<file path="src/rtl/key_debounce_pkg.sv">
// Shared definitions for the pushbutton conditioner: per-key FSM states and
// default timing constants for a 100 MHz system clock.
package key_debounce_pkg;

  typedef enum logic [1:0] {
    ST_IDLE         = 2'd0,
    ST_PRESS_WAIT   = 2'd1,
    ST_HELD         = 2'd2,
    ST_RELEASE_WAIT = 2'd3
  } key_state_e;

  localparam int unsigned DEF_NKEYS        = 5;
  localparam int unsigned DEF_TICK_DIV     = 100000;
  localparam int unsigned DEF_STABLE_TICKS = 20;
  localparam bit          DEF_REPEAT_EN    = 1'b1;
  localparam int unsigned DEF_REPEAT_DELAY = 500;
  localparam int unsigned DEF_REPEAT_RATE  = 100;

  function automatic int unsigned max_u(input int unsigned a, input int unsigned b);
    return (a > b) ? a : b;
  endfunction

endpackage

</file>
<file path="src/rtl/key_debounce_cell.sv">
// One key: 2-flop synchroniser, debounce/auto-repeat FSM and registered
// level/press/repeat/release outputs, advanced by the shared sample tick.
module key_debounce_cell
  import key_debounce_pkg::*;
#(
  parameter int unsigned STABLE_TICKS = DEF_STABLE_TICKS,
  parameter bit          REPEAT_EN    = DEF_REPEAT_EN,
  parameter int unsigned REPEAT_DELAY = DEF_REPEAT_DELAY,
  parameter int unsigned REPEAT_RATE  = DEF_REPEAT_RATE
) (
  input  logic clk,
  input  logic rst,
  input  logic tick,
  input  logic key_raw,
  output logic key_level,
  output logic key_press,
  output logic key_repeat,
  output logic key_release
);

  localparam int unsigned SW = $clog2(STABLE_TICKS) + 1;
  localparam int unsigned RW = $clog2(max_u(REPEAT_DELAY, REPEAT_RATE)) + 1;

  logic          sync1_q, sync2_q;
  key_state_e    state_q, state_d;
  logic [SW-1:0] stab_q, stab_d, stab_inc;
  logic [RW-1:0] rpt_q, rpt_d, rpt_inc, rpt_target;
  logic          rpt_phase_q, rpt_phase_d;
  logic          level_q, level_d;
  logic          press_q, press_d;
  logic          rep_pulse_q, rep_pulse_d;
  logic          release_q, release_d;

  // rpt restarts from 0 after each repeat and the target switches from the
  // initial delay to the rate, so the counter never exceeds the larger of the two.
  always_comb begin
    state_d     = state_q;
    stab_d      = stab_q;
    rpt_d       = rpt_q;
    rpt_phase_d = rpt_phase_q;
    level_d     = level_q;
    press_d     = 1'b0;
    rep_pulse_d = 1'b0;
    release_d   = 1'b0;
    stab_inc    = stab_q + SW'(1);
    rpt_inc     = (rpt_q == '1) ? rpt_q : rpt_q + RW'(1);
    rpt_target  = rpt_phase_q ? RW'(REPEAT_RATE) : RW'(REPEAT_DELAY);

    case (state_q)
      ST_IDLE: begin
        level_d = 1'b0;
        if (sync2_q) begin
          state_d = ST_PRESS_WAIT;
          stab_d  = '0;
        end
      end
      ST_PRESS_WAIT: begin
        if (!sync2_q) begin
          state_d = ST_IDLE;
        end else if (tick) begin
          stab_d = stab_inc;
          if (stab_inc == SW'(STABLE_TICKS)) begin
            state_d     = ST_HELD;
            press_d     = 1'b1;
            level_d     = 1'b1;
            rpt_d       = '0;
            rpt_phase_d = 1'b0;
          end
        end
      end
      ST_HELD: begin
        if (!sync2_q) begin
          state_d = ST_RELEASE_WAIT;
          stab_d  = '0;
        end else if (tick) begin
          rpt_d = rpt_inc;
          if (REPEAT_EN && (rpt_inc == rpt_target)) begin
            press_d     = 1'b1;
            rep_pulse_d = 1'b1;
            rpt_d       = '0;
            rpt_phase_d = 1'b1;
          end
        end
      end
      ST_RELEASE_WAIT: begin
        if (sync2_q) begin
          state_d = ST_HELD;
        end else if (tick) begin
          stab_d = stab_inc;
          if (stab_inc == SW'(STABLE_TICKS)) begin
            state_d   = ST_IDLE;
            release_d = 1'b1;
            level_d   = 1'b0;
          end
        end
      end
      default: state_d = ST_IDLE;
    endcase
  end

  always_ff @(posedge clk or posedge rst) begin
    if (rst) begin
      sync1_q     <= 1'b0;
      sync2_q     <= 1'b0;
      state_q     <= ST_IDLE;
      stab_q      <= '0;
      rpt_q       <= '0;
      rpt_phase_q <= 1'b0;
      level_q     <= 1'b0;
      press_q     <= 1'b0;
      rep_pulse_q <= 1'b0;
      release_q   <= 1'b0;
    end else begin
      sync1_q     <= key_raw;
      sync2_q     <= sync1_q;
      state_q     <= state_d;
      stab_q      <= stab_d;
      rpt_q       <= rpt_d;
      rpt_phase_q <= rpt_phase_d;
      level_q     <= level_d;
      press_q     <= press_d;
      rep_pulse_q <= rep_pulse_d;
      release_q   <= release_d;
    end
  end

  assign key_level   = level_q;
  assign key_press   = press_q;
  assign key_repeat  = rep_pulse_q;
  assign key_release = release_q;

endmodule

</file>
<file path="src/rtl/key_debounce.sv">
// Pushbutton conditioner for the ALU board: shared sample-tick prescaler
// feeding one independent debounce cell per key.
module key_debounce
  import key_debounce_pkg::*;
#(
  parameter int unsigned NKEYS        = DEF_NKEYS,
  parameter int unsigned TICK_DIV     = DEF_TICK_DIV,
  parameter int unsigned STABLE_TICKS = DEF_STABLE_TICKS,
  parameter bit          REPEAT_EN    = DEF_REPEAT_EN,
  parameter int unsigned REPEAT_DELAY = DEF_REPEAT_DELAY,
  parameter int unsigned REPEAT_RATE  = DEF_REPEAT_RATE
) (
  input  logic             clk,
  input  logic             rst,
  input  logic [NKEYS-1:0] key_raw,
  output logic [NKEYS-1:0] key_level,
  output logic [NKEYS-1:0] key_press,
  output logic [NKEYS-1:0] key_repeat,
  output logic [NKEYS-1:0] key_release
);

  localparam int unsigned CW = $clog2(TICK_DIV) + 1;

  logic [CW-1:0] cnt_q, cnt_d;
  logic          tick;

  assign tick = (cnt_q == CW'(TICK_DIV - 1));

  always_comb begin
    cnt_d = tick ? '0 : cnt_q + CW'(1);
  end

  always_ff @(posedge clk or posedge rst) begin
    if (rst) cnt_q <= '0;
    else     cnt_q <= cnt_d;
  end

  for (genvar i = 0; i < NKEYS; i++) begin : g_key
    key_debounce_cell #(
      .STABLE_TICKS (STABLE_TICKS),
      .REPEAT_EN    (REPEAT_EN),
      .REPEAT_DELAY (REPEAT_DELAY),
      .REPEAT_RATE  (REPEAT_RATE)
    ) u_cell (
      .clk         (clk),
      .rst         (rst),
      .tick        (tick),
      .key_raw     (key_raw[i]),
      .key_level   (key_level[i]),
      .key_press   (key_press[i]),
      .key_repeat  (key_repeat[i]),
      .key_release (key_release[i])
    );
  end

endmodule

</file>
<file path="config.mk">
export PLATFORM = sky130hd
export DESIGN_NAME = key_debounce
export DESIGN_NICKNAME = d
export VERILOG_FILES = /design/src/rtl/key_debounce_pkg.sv /design/src/rtl/key_debounce_cell.sv /design/src/rtl/key_debounce.sv
export SDC_FILE = /design/constraint.sdc
export NUM_CORES = 1
export LEC_CHECK = 0
export CAP_MARGIN = 40
export CORE_ASPECT_RATIO = 0.7
export CORE_MARGIN = 1
export CORE_UTILIZATION = 45
export CTS_CLUSTER_DIAMETER = 120
export DETAILED_ROUTE_END_ITERATION = 8
export GPL_ROUTABILITY_DRIVEN = 1
export HOLD_SLACK_MARGIN = 0.06
export PLACE_DENSITY = 0.57
export SETUP_SLACK_MARGIN = 0.4
export SYNTH_ARGS = -nofsm -noshare
export SYNTH_HDL_FRONTEND = slang
export SYNTH_HIERARCHICAL = 1
export SYNTH_SLANG_ARGS = --single-unit
</file>
<file path="constraint.sdc">
create_clock -name clk -period 4.1 [get_ports clk]
set_input_delay 0.82 -clock clk [delete_from_list [all_inputs] [get_ports clk]]
set_output_delay 0.82 -clock clk [all_outputs]
set_load 0.03 [all_outputs]
</file>
==> flow_summary_export.csv, run 1 <==
group,metric,value,unit
run_status,status,"finished clean",
layout,n_antenna_cell,0,
drt,post-route-drc-count,0,
die,die-area,20300,um^2
worst_setup_path,timing.rr.start,"cnt_q[5]$_DFF_PP0_",
synthesis,synth_top_flop_cell,"dfrtp_1",
synthesis,async_flop_share,1.00,
placement,place_congestion,0.819,
drt,firstDrtPassIters,5,
die,initial_core_util,0.465,
worst_setup_path,arrival,3.26,ns
power_and_ir_drop,peakVddDrop,0.267,mV
clocking,cts_resized,0,
clocking,htreeDepth,4,
clocking,clock_latency,0.42,ns
sta,worstMarginPinSlew,0.748,ns
sta,slew_headroom,0.501,
grt,grt_max_degree,22,
sta,finalHoldViolations,0,
worst_hold_path,hold_path_class,"reg2reg",
clocking,cts_tree,"built",
synthesis,synth_cell_type_count,81,
synthesis,synth_fp_nets,987,
sta,rsz0062_at_grt,"no",
synthesis,synthesis.instances,945,
synthesis,synth_edf_count,0,
sta,final.setup.tns,0,ns
clocking,cts.path.max_buffers,2,
worst_setup_path,required,4.38,ns
grt,gr-usage-all-layers,0.190,
grt,grt_pass1_vias,6238,
layout,final_cell_mix,"143 x dfrtp_1, 86 x nand2_1, 70 x nor2_1, 63 x o21ai_0, 50 x inv_1",
synthesis,synth.area.top_cells,"dfrtp_1 40%, ha_1 4.9%, nand2_1 3.6%, o21ai_0 3.6%, nor2_1 3.0%",
grt,grt_pass1_wl,31400,um
sta,min_period,2.98,ns
worst_setup_path,end_kind,"register",
die,rows,42,
worst_setup_path,path_buf_inv,1,
layout,nNetsFinal,995,
worst_setup_path,cp_cell_sequence,"or4_4 > nor4_4 > buf_4 > nand3_1 > or3b_1 > o21a_1 > o41ai_1",
drt,vias,6986,
synthesis,yosys_warnings,6,
worst_setup_path,crit_start,"cnt_q[5]$_DFF_PP0_",
worst_setup_path,cp_num_cells,7,
clocking,clk_pin_slew,0.06,ns
clocking,hold_buffers,0,
drt,routed_wl,18200,um
placement,dp_slack,1.14,ns
drt,drt-initial-drc-count,570,
placement,port_buffers,26,
layout,final_common_cell,"dfrtp_1",
layout,syn_to_final_growth,12.1,%
clocking,cts_sinks,143,
power_and_ir_drop,p_per_area,457,nW/um^2
worst_setup_path,r2r_slack,1.12,ns
clocking,cts_setup_buffers,0,
grt,antenna_found_initial,0,
worst_setup_path,setup.worst_path.start_class,"register",
worst_setup_path,slowest_delay,0.52,ns
die,coreArea,19100,um^2
sta,holdWs,0.348,ns
sta,maxSlewViolCount,0,
die,die_h,119,um
synthesis,ys_seq_area_frac,0.404,
sta,setup_slack,1.12,ns
worst_setup_path,endpoint,"g_key[3].u_cell/rpt_q[9]$_DFFE_PP0P_",
worst_setup_path,crit_type,"reg2reg",
synthesis,ys_ff_latch,143,
clocking,root_buffer,"clkbuf_16",
die,ios,27,
synthesis,yosysTopAreaCell,"dfrtp_1",
drt,detail-route-antenna-nets,0,
worst_setup_path,r2r_end,"g_key[3].u_cell/rpt_q[9]$_DFFE_PP0P_",
die,die_w,170,um
sta,fin_worst_skew,0.00893,ns
synthesis,synth.cell_area,8870,um^2
sta,finalCritPeriodShare,0.727,
synthesis,synth_top_area_share,0.404,
sta,fmax,0.336,GHz
job,cap_violations,0,
drt,via_per_inst,5.68,
worst_setup_path,r2r_cells,7,
worst_setup_path,critPathMaxFanout,21,
sta,finalSetupViolCount,0,
clocking,numCtsBuffers,17,
placement,dpl.hpwl,12600,um
synthesis,syn_avg_cell_area,9.38,um^2
drt,wire_per_inst,14.8,um
worst_setup_path,slowest_stage,"or4_4",
grt,gr-total-overflow,0,
layout,drive_above_1_share,0.105,
power_and_ir_drop,p_leak,4.11,nW
worst_setup_path,crit_family,"simple AND/OR/NAND/NOR gates",
-- stage by stage --
stage	cells	power (mW)	area [um^2]	util
after floorplan	945	2.62	8870	-
after global placement	1193	2.92	9190	0.482
after detailed placement	1198	2.93	9330	0.489
after CTS	1229	4.58	9940	0.521
after global routing	1229	4.85	9940	0.521
final	1229	4.54	9940	0.521
-- area by class of cell --
| class | count | area, um^2 |
|---|---|---|
| flip-flops and latches | 143 | 3580 |
| multi-input cells | 707 | 4810 |
| well taps | 264 | 330 |
| fillers | 1748 | 9140 |
| clock inverters | 11 | 165 |
| repair buffers | 33 | 413 |
| clock buffers | 20 | 447 |
| inverters | 51 | 191 |
-- registers in the layout (all words and copies together) (netlist names), named ones only --
register / flops
g_key.u_cell/rpt_q: 50
g_key.u_cell/stab_q: 30
cnt_q: 18
g_key.u_cell/key_level: 5
g_key.u_cell/key_press: 5
g_key.u_cell/key_release: 5
g_key.u_cell/key_repeat: 5
g_key.u_cell/rpt_phase_q: 5
g_key.u_cell/state_q: 5
g_key.u_cell/sync1_q: 5
g_key.u_cell/sync2_q: 5
-- routing by layer --
| layer | routed length (um) | up-vias | track usage |
|---|---|---|---|
| met4 | 126 | 0 | 0.0428 |
| met3 | 621 | 11 | 0.0425 |
| met5 | 0 | - | 0 |
| li1 | - | 3536 | - |
| met2 | 7110 | 109 | 0.248 |
| met1 | 10300 | 3330 | 0.308 |
-- how the worst min path moves through the flow --
stage,startpoint,endpoint,slack [ns],cells past startpoint
detailed placement,g_key[2].u_cell/sync1_q$_DFF_PP0_,g_key[2].u_cell/sync2_q$_DFF_PP0_,0.34,0
global placement,g_key[3].u_cell/sync1_q$_DFF_PP0_,g_key[3].u_cell/sync2_q$_DFF_PP0_,0.34,0
finish,g_key[2].u_cell/sync1_q$_DFF_PP0_,g_key[2].u_cell/sync2_q$_DFF_PP0_,0.35,0
CTS,g_key[2].u_cell/sync1_q$_DFF_PP0_,g_key[2].u_cell/sync2_q$_DFF_PP0_,0.35,0
floorplan,g_key[0].u_cell/sync1_q$_DFF_PP0_,g_key[0].u_cell/sync2_q$_DFF_PP0_,0.33,0
global route,g_key[3].u_cell/sync1_q$_DFF_PP0_,g_key[3].u_cell/sync2_q$_DFF_PP0_,0.36,0
-- worst reg2reg max path: stages, from the launching register on --
cell and delay, ns:
dfrtp_1 0.47, or4_4 0.53, nor4_4 0.24, buf_4 0.26, nand3_1 0.10, or3b_1 0.40
o21a_1 0.36, o41ai_1 0.50
-- logic make-up (layout without fill, tap and decap cells) --
| family | Yosys count | count (layout) | synth area share |
|---|---|---|---|
| AND/OR/NAND/NOR | 371 | 371 | 0.240 |
| flip-flops | 143 | 143 | 0.404 |
| buffers and inverters | 95 | 115 | 0.0535 |
| multiplexers | 25 | 25 | 0.0305 |
| XOR/XNOR | 21 | 21 | 0.0207 |
| AO/OA/AOI/OAI | 255 | 255 | 0.202 |
| adder cells (fa/ha/maj) | 35 | 35 | 0.0494 |
-- synthesized netlist by cell type (6+ instances only) --
cell and n:
a21oi_1 39, a31oi_1 26, a32o_1 22, a41oi_1 6, and2_1 7, and3_1 14, and4_1 10, buf_2 16
buf_6 7, clkbuf_1 15, dfrtp_1 143, ha_1 35, inv_1 50, mux2_2 9, mux2i_1 12, nand2_1 86
nand2b_1 9, nand3_1 48, nand4_1 23, nor2_1 70, nor2b_1 17, nor3_1 20, nor4b_1 7, o211ai_1 6
o21ai_0 63, o22ai_1 10, o31ai_1 12, o41ai_1 11, xnor2_1 9, xor2_1 12
-- report_power, final --
group          internal (mW)  total [mW]  switching, mW
sequential              1.55        1.72          0.168
clock                   1.03        1.62          0.590
combinational          0.441        1.20          0.755
Power figures use the tool's default switching activity.
==> inputs of run 2 (changes only) <==
Settings changed: PLACE_DENSITY 0.57 to 0.6.
Clock period 4.1 ns to 2.6 ns, I/O delays scaled along.
==> flow_summary_export.csv, run 2 (same netlist as run 1, synthesis figures left out) <==
group,metric,value,unit
run_status,status,"finished clean",
sta,setup_slack,0.00838,ns
job,cap_violations,0,
layout,syn_to_final_growth,33.9,%
worst_setup_path,critPathMaxFanout,5,
grt,gr-usage-all-layers,0.214,
drt,detail-route-antenna-nets,0,
grt,antenna_found_initial,0,
die,die-area,20300,um^2
drt,via_per_inst,5.72,
placement,dpl.hpwl,13300,um
placement,dp_slack,0.0227,ns
layout,top_regs,"g_key.u_cell/rpt_q (50), g_key.u_cell/stab_q (30), cnt_q (18)",
sta,finalCritPeriodShare,0.997,
layout,largest_reg_flops,50,
clocking,clk_pin_slew,0.06,ns
drt,vias,7637,
layout,nNetsFinal,1101,
drt,drt-initial-drc-count,652,
worst_setup_path,setup.worst_path.start_class,"register",
placement,place_congestion,0.838,
sta,fmax,0.386,GHz
clocking,root_buffer,"clkbuf_16",
die,coreArea,19100,um^2
power_and_ir_drop,p_per_area,713,nW/um^2
placement,port_buffers,26,
power_and_ir_drop,p_leak,4.91,nW
layout,registers.top_by_ff_count,"g_key.u_cell/rpt_q",
clocking,cts.path.max_buffers,2,
layout,final_common_cell,"dfrtp_1",
placement,dp.cells,1240,
clocking,numCtsBuffers,17,
worst_hold_path,min_from,"g_key[0].u_cell/sync1_q$_DFF_PP0_",
worst_setup_path,timing.rr.start,"cnt_q[8]$_DFF_PP0_",
sta,worstMarginPinSlew,0.695,ns
sta,finalHoldViolations,0,
worst_setup_path,required,2.95,ns
worst_hold_path,hold_path_class,"reg2reg",
die,rows,42,
clocking,clock_latency,0.43,ns
grt,grt_max_degree,26,
sta,slew_headroom,0.536,
sta,rsz0062_at_grt,"yes",
power_and_ir_drop,finalPower,8.46,mW
layout,drive_above_1_share,0.341,
drt,post-route-drc-count,0,
sta,maxSlewViolCount,0,
worst_setup_path,crit_start,"cnt_q[8]$_DFF_PP0_",
clocking,cts_tree,"built",
die,initial_core_util,0.465,
clocking,htreeDepth,4,
power_and_ir_drop,peakVddDrop,0.502,mV
sta,final.setup.tns,0,ns
sta,min_period,2.59,ns
layout,fin_area,11900,um^2
die,die_w,170,um
sta,fin_worst_skew,0.00896,ns
layout,nFillCells,1542,
layout,final_cells,1336,
die,ios,27,
die,die_h,119,um
grt,gr-total-overflow,0,
layout,n_antenna_cell,0,
grt,grt_pass1_vias,7046,
worst_setup_path,crit_type,"reg2reg",
worst_setup_path,arrival,2.94,ns
drt,routed_wl,22100,um
worst_setup_path,end_kind,"register",
layout,final_cell_mix,"134 x dfrtp_1, 75 x nand2_1, 72 x buf_4, 61 x nor2_1, 48 x inv_1",
placement,dpl-instance-area,9620,um^2
grt,grt_pass1_wl,35100,um
drt,wire_per_inst,16.6,um
drt,firstDrtPassIters,5,
clocking,cts_sinks,143,
sta,finalSetupViolCount,0,
-- run 2: final cells by class --
cell class              count  area, um^2  share of cell area
clock inverters            11         155              0.0131
inverters                  51         191              0.0161
clock buffers              21         470              0.0396
repair buffers            138        1290               0.108
well taps                 264         330              0.0278
flip-flops and latches    143        3590               0.302
multi-input cells         708        5840               0.492
-- run 2: worst max-delay path, cell delays in order, from the launching register on --
cell and delay [ns]:
dfrtp_1 0.37, or4_4 0.54, nor4_4 0.29, buf_6 0.19, buf_6 0.11, or4b_4 0.47, o21ai_4 0.11, o21ai_4 0.12
buf_6 0.14, buf_6 0.10, o22ai_2 0.07
-- run 2: final timing paths --
kind / slack, ns / to / depth (start not counted)
max in group asynchronous: 1.42 / cnt_q[0]$_DFF_PP0_ / 2
min in group asynchronous: 0.67 / g_key[2].u_cell/rpt_q[4]$_DFFE_PP0P_ / 3
max: 0.008 / g_key[0].u_cell/stab_q[1]$_DFFE_PP0P_ / 10
max reg2reg: 0.008 / g_key[0].u_cell/stab_q[1]$_DFFE_PP0P_ / 10
min reg2reg: 0.35 / g_key[0].u_cell/sync2_q$_DFF_PP0_ / 0
min: 0.35 / g_key[0].u_cell/sync2_q$_DFF_PP0_ / 0
-- run 2: stage by stage --
step	util	hold WS, ns
floorplan	-	0.331
global placement	0.504	0.332
detailed placement	0.504	0.336
CTS	0.570	0.351
global route	0.622	0.359
finish	0.622	0.347
-- run 2: per-layer routing --
layer  global-route usage  share of wire
met5                    0              0
met4               0.0597          0.014
met3               0.0435          0.036
met2                0.305           0.45
met1                0.325           0.50
-- run 2: report_power, final --
part	leakage (nW)	internal, mW	switching, mW
Sequential	1.90	2.45	0.306
Combinational	2.70	1.34	1.76
Clock	0.304	1.60	1.00
-- run 2: repair_timing --
item,CTS,global route
cloned,6,2
setup buffers,30,26
hold endpoints to repair,0,0
setup endpoints to repair,95,109
pin swaps,53,66
resized for setup,95,181
hold buffers,0,0
